`src/rtl/serial_add_pkg.sv`:
```
// Shared definitions for the bit-serial adder arbiter: FSM encodings and the
// bit-count width helper.
package serial_add_pkg;

  typedef enum logic [1:0] {
    ST_IDLE  = 2'd0,
    ST_SHIFT = 2'd1,
    ST_DONE  = 2'd2
  } state_e;

  // Ceiling log2; clog2(WIDTH+1) bits hold a count of 0..WIDTH.
  function automatic int unsigned clog2(input int unsigned value);
    int unsigned r;
    r = 0;
    for (int unsigned i = 0; i < 32; i++) begin
      if ((32'd1 << i) < value) r = i + 1;
    end
    return r;
  endfunction

endpackage

```
`src/rtl/fa_cell.sv`:
```
// Single full-adder cell shared by both requesters of serial_add_arbiter.
module fa_cell (
  input  logic i_a,
  input  logic i_b,
  input  logic i_ci,
  output logic o_s,
  output logic o_co
);

  assign o_s  = i_a ^ i_b ^ i_ci;
  assign o_co = (i_a & i_b) | (i_a & i_ci) | (i_b & i_ci);

endmodule

```
`src/rtl/serial_add_arbiter.sv`:
```
// Round-robin arbiter in front of one full-adder cell: captures the winner's
// operands, adds LSB-first over WIDTH cycles, then publishes sum/cout with a done pulse.
module serial_add_arbiter
  import serial_add_pkg::*;
#(
  parameter int unsigned WIDTH = 8
) (
  input  logic             i_clock,
  input  logic             i_resetn,
  input  logic [1:0]       i_req,
  input  logic [WIDTH-1:0] i_a0,
  input  logic [WIDTH-1:0] i_b0,
  input  logic             i_cin0,
  input  logic [WIDTH-1:0] i_a1,
  input  logic [WIDTH-1:0] i_b1,
  input  logic             i_cin1,
  output logic [1:0]       o_gnt,
  output logic             o_busy,
  output logic             o_done,
  output logic             o_owner,
  output logic [WIDTH-1:0] o_sum,
  output logic             o_cout
);

  localparam int unsigned CW = clog2(WIDTH + 1);

  state_e           r_state;
  logic [WIDTH-1:0] r_opa;
  logic [WIDTH-1:0] r_opb;
  logic [WIDTH-1:0] r_res;
  logic             r_carry;
  logic [CW-1:0]    r_cnt;
  logic             r_last;

  logic w_win;
  logic w_s;
  logic w_co;

  // Tie goes to whichever requester was not served last.
  always_comb begin
    w_win = ~r_last;
    case (i_req)
      2'b01:   w_win = 1'b0;
      2'b10:   w_win = 1'b1;
      default: w_win = ~r_last;
    endcase
  end

  fa_cell u_fa (
    .i_a  (r_opa[0]),
    .i_b  (r_opb[0]),
    .i_ci (r_carry),
    .o_s  (w_s),
    .o_co (w_co)
  );

  always_ff @(posedge i_clock or negedge i_resetn) begin
    if (!i_resetn) begin
      r_state <= ST_IDLE;
      r_opa   <= '0;
      r_opb   <= '0;
      r_res   <= '0;
      r_carry <= 1'b0;
      r_cnt   <= '0;
      r_last  <= 1'b1;
      o_gnt   <= 2'b00;
      o_busy  <= 1'b0;
      o_done  <= 1'b0;
      o_owner <= 1'b0;
      o_sum   <= '0;
      o_cout  <= 1'b0;
    end else begin
      case (r_state)
        ST_IDLE: begin
          o_done <= 1'b0;
          if (|i_req) begin
            r_last  <= w_win;
            o_gnt   <= w_win ? 2'b10 : 2'b01;
            o_busy  <= 1'b1;
            r_opa   <= w_win ? i_a1 : i_a0;
            r_opb   <= w_win ? i_b1 : i_b0;
            r_carry <= w_win ? i_cin1 : i_cin0;
            r_res   <= '0;
            r_cnt   <= '0;
            r_state <= ST_SHIFT;
          end else begin
            o_gnt  <= 2'b00;
            o_busy <= 1'b0;
          end
        end
        ST_SHIFT: begin
          r_opa   <= r_opa >> 1;
          r_opb   <= r_opb >> 1;
          r_carry <= w_co;
          r_res   <= {w_s, r_res[WIDTH-1:1]};
          r_cnt   <= r_cnt + CW'(1);
          if (r_cnt == CW'(WIDTH - 1)) r_state <= ST_DONE;
        end
        ST_DONE: begin
          o_sum   <= r_res;
          o_cout  <= r_carry;
          o_owner <= o_gnt[1];
          o_done  <= 1'b1;
          r_state <= ST_IDLE;
        end
        default: r_state <= ST_IDLE;
      endcase
    end
  end

endmodule
```
`config.mk`:
```
export PLATFORM = sky130hd
export DESIGN_NAME = serial_add_arbiter
export DESIGN_NICKNAME = d
export VERILOG_FILES = /design/src/rtl/serial_add_pkg.sv /design/src/rtl/fa_cell.sv /design/src/rtl/serial_add_arbiter.sv
export SDC_FILE = /design/constraint.sdc
export NUM_CORES = 1
export LEC_CHECK = 0
export ABC_AREA = 1
export BUFFER_PORTS_ARGS = -buffer_cell sky130_fd_sc_hd__buf_2
export CORE_MARGIN = 4
export CORE_UTILIZATION = 57
export DETAILED_ROUTE_END_ITERATION = 12
export GPL_ROUTABILITY_DRIVEN = 0
export PLACE_DENSITY_LB_ADDON = 0.12
export SLEW_MARGIN = 20
export SYNTH_ARGS = -nofsm -noshare
export SYNTH_HDL_FRONTEND = slang
export SYNTH_SLANG_ARGS = --single-unit
export TNS_END_PERCENT = 1
```
`constraint.sdc`:
```
create_clock -name i_clock -period 2 [get_ports i_clock]
set_input_delay 0.2 -clock i_clock [delete_from_list [all_inputs] [get_ports i_clock]]
set_output_delay 0.2 -clock i_clock [all_outputs]
set_load 0.1 [all_outputs]
```
==> summary.md <==
| Metric | Value |
|---|---|
| Filler cells | `329` |
| Number of max-cap violations | `0` |
| # clock sinks | `46` |
| Synth unique cells | `22` |
| Htree depth | `2` |
| PortBufs | `51` |
| Slew headroom | `63.2%` |
| Cell Pwr Density | `1530 nW/um^2` |
| Vias/cell | `4.95` |
| CTS max path bufs | `2` |
| Final instance area | `2580 sq um` |
| Sw Pwr | `1.93 mW` |
| CP cell instances | `nand2_1 > nand2_1 > nand2_1 > nand3_1 > nand3_1` |
| Top_reg_cell synth | `dfrtp_1` |
| Startpoint types | `register` |
| Final Hold Vio Count | `0` |
| Unrepaired setup endpoints after global routing | `no` |
| Area Overhead vs Synth | `16.2%` |
| Worst skew pair latency | `300 ps` |
| Crit path top cell by count | `nand2_1` |
| Sequential area share after synthesis | `51.8%` |
| CTS clk-pin slew, worst paths | `90 ps` |
| Setup crit end | `r_opb[0]` |
| Synth warn | `0` |
| Comb pwr share | `47.8%` |
| Critical Path Stages | `5` |
| Leakage Power | `1.45 nW` |
| Storage cell area | `1150 sq um` |
| Status | `completed` |
| Wire per inst | `11.3 um` |
| Pin count of the biggest net entering global routing | `47` |
| Multi-input logic area | `805 sq um` |
| Post-CTS Setup Bufs | `0` |
| Flops & latches, synth | `46` |
| Total gr overflow | `0` |
| CTS tree | `yes` |
| Detailed Route Iter0 Violations | `142` |
| Starting Density | `59.8%` |
| Max Transition Viols Final | `0` |
| 1st-pass router iterations | `4` |
| CP required | `2180 ps` |
| Avg Cell Area, Syn | `8.06 sq um` |
| Sw frac | `48.8%` |
| I/O pins | `52` |
| GRT Total Usage | `17.9%` |
| Element type at the critical path end | `register` |
| First-pass GRT wire length | `7.30 mm` |
| Cell Area, Synth | `2220 sq um` |
| Vias in the first global route | `1695` |
| Kind of cell adding the most delay to the critical path | `simple AND/OR/NAND/NOR gates` |
| Clock Power Share | `13.8%` |
| Die Area | `4960 sq um` |
| Final Util | `69.5%` |
| Final Skew | `8.30 ps` |
| DRC Markers | `0` |
| Share of cells above drive strength 1 | `20.7%` |
| Core Area | `3720 sq um` |
| Critical path's slowest cell | `dfstp_2` |
| R2r setup slk | `590 ps` |
| Routed Antenna Nets | `0` |
| Crit-path max FO | `16` |
| Reg2Reg Depth | `5` |
| Die width | `70.5 um` |
| WP buf/inv | `0` |
| Delay of the slowest critical-path stage | `540 ps` |
| Minimum clock period | `1410 ps` |
| Post-synth EDFFs | `0` |
| Setup CP Type | `reg -> reg` |
| # nets final | `371` |
| CTS root buffer | `clkbuf_8` |
| Initial antenna violation count | `0` |
| Placed cell areas | `2490 sq um` |
| Post-Syn Instances | `276` |
| Worst r2r src | `r_last` |
| Critical Path Source | `r_last` |
| Fmax | `709 MHz` |
| Drt total wl | `4.26 mm` |
| Post-Syn Nets | `319` |
| Power Internal | `2.02 mW` |
| Final hold slack | `139 ps` |
| Critical path arrival | `1590 ps` |
| Tightest Hold Check Type | `in -> reg` |
| RR Endpoint | `r_opb[0]` |
| Tightest Pin Transition | `551 ps` |
| Setup violators final | `0` |
| Total CTS buffers | `5` |
| Final period util | `70.5%` |
| Hpwl dp | `2.99 mm` |
| DR vias | `1867` |
| Total negative slack | `0 ps` |
| Sequential Power Share | `38.3%` |
| Core Rows | `22` |
| ANT cells | `0` |
| Worst IR Drop VDD | `0.000582 V` |
| Die Y | `70.5 um` |
| Ys async rst share | `100%` |
## final cells by class
cell class,instances,area share [%]
clock buffer,6,2.81
sequential,46,44.6
timing repair buffer,55,11.1
tap,48,2.33
inverter,51,7.41
clock inverter,2,0.533
multi-input combinational,169,31.2
## timing repair
item / CTS / global route
gates resized for setup: 0 / 0
hold endpoints to repair: 37 / 0
hold buffers: 1 / 0
endpoints found under the setup margin: 0 / 0
## state kept, by name (all words and copies together), names as in the netlist
name / flops
o_gnt: 2
r_opb: 8
o_sum: 8
r_res: 8
r_state: 2
r_last: 1
o_owner: 1
r_cnt: 4
o_busy: 1
r_opa: 8
o_cout: 1
r_carry: 1
o_done: 1
## logic make-up after synthesis
logic type	count (synthesis)	share of synthesized area, %
flops	46	51.8
xor+xnor	1	0.394
simple gates	135	25.6
buf+inv	61	12.0
compound gates	28	7.03
fa+ha+maj	5	3.15
## power by group through the flow
stage               sequential (mW)  combinational, mW  clock (mW)
CTS                            1.51               1.91       0.566
global route                   1.57               2.06       0.605
finish                         1.51               1.89       0.547
global placement               1.52               1.87           0
floorplan                      2.23              0.862           0
detailed placement             1.53               1.91           0
## per-stage QoR
step	power, mW	setup WS [ps]	instances
2_1_floorplan	3.10	680	276
3_3_place_gp	3.38	394	368
3_5_place_dp	3.43	372	368
4_1_cts	3.99	591	377
5_1_grt	4.23	465	377
6_report	3.95	590	377
## Yosys cell counts (all sizes together) (4+ instances only)
cell type / n / area share (%)
nand2: 90 / 15
o22ai: 8 / 2.3
nor2: 4 / 1.0
dfrtp: 45 / 51
o21ai: 18 / 4.1
ha: 4 / 2.3
inv: 51 / 8.6
nand3: 40 / 9.0
buf: 9 / 3.2
## how the worst min path moves through the flow
stage	from	to	depth (start not counted)
final	i_b1[7]	r_opb[7]	3
after CTS	i_b1[7]	r_opb[7]	3
after global routing	i_b1[7]	r_opb[7]	3
after global placement	i_resetn	o_done	2
after floorplan	i_resetn	o_busy	0
after detailed placement	i_resetn	o_sum[1]	2
## metal layers
metal / track usage [%] / routed length, um
met1: 22.9 / 1990
met2: 30.0 / 2020
met3: 3.88 / 213
met4: 5.53 / 43
met5: 0 / 0
## layout by cell type (no fill, tap or decap), drive strengths merged
cell type,count
fa,1
ha,4
o21ai,18
dlygate4sd3,1
inv,51
nand2,90
nand4,1
dfstp,1
xor2,1
nand3,40
dfrtp,45
buf,54
clkbuf,6
a22o,1
clkinv,2
nor2,4
o21bai,1
o22ai,8
## tightest hold or removal path, stage by stage
cell and delay (ps):
buf_2 70, nand3_1 60, nand3_1 60
Note: power is estimated with default switching activity, not from simulation.
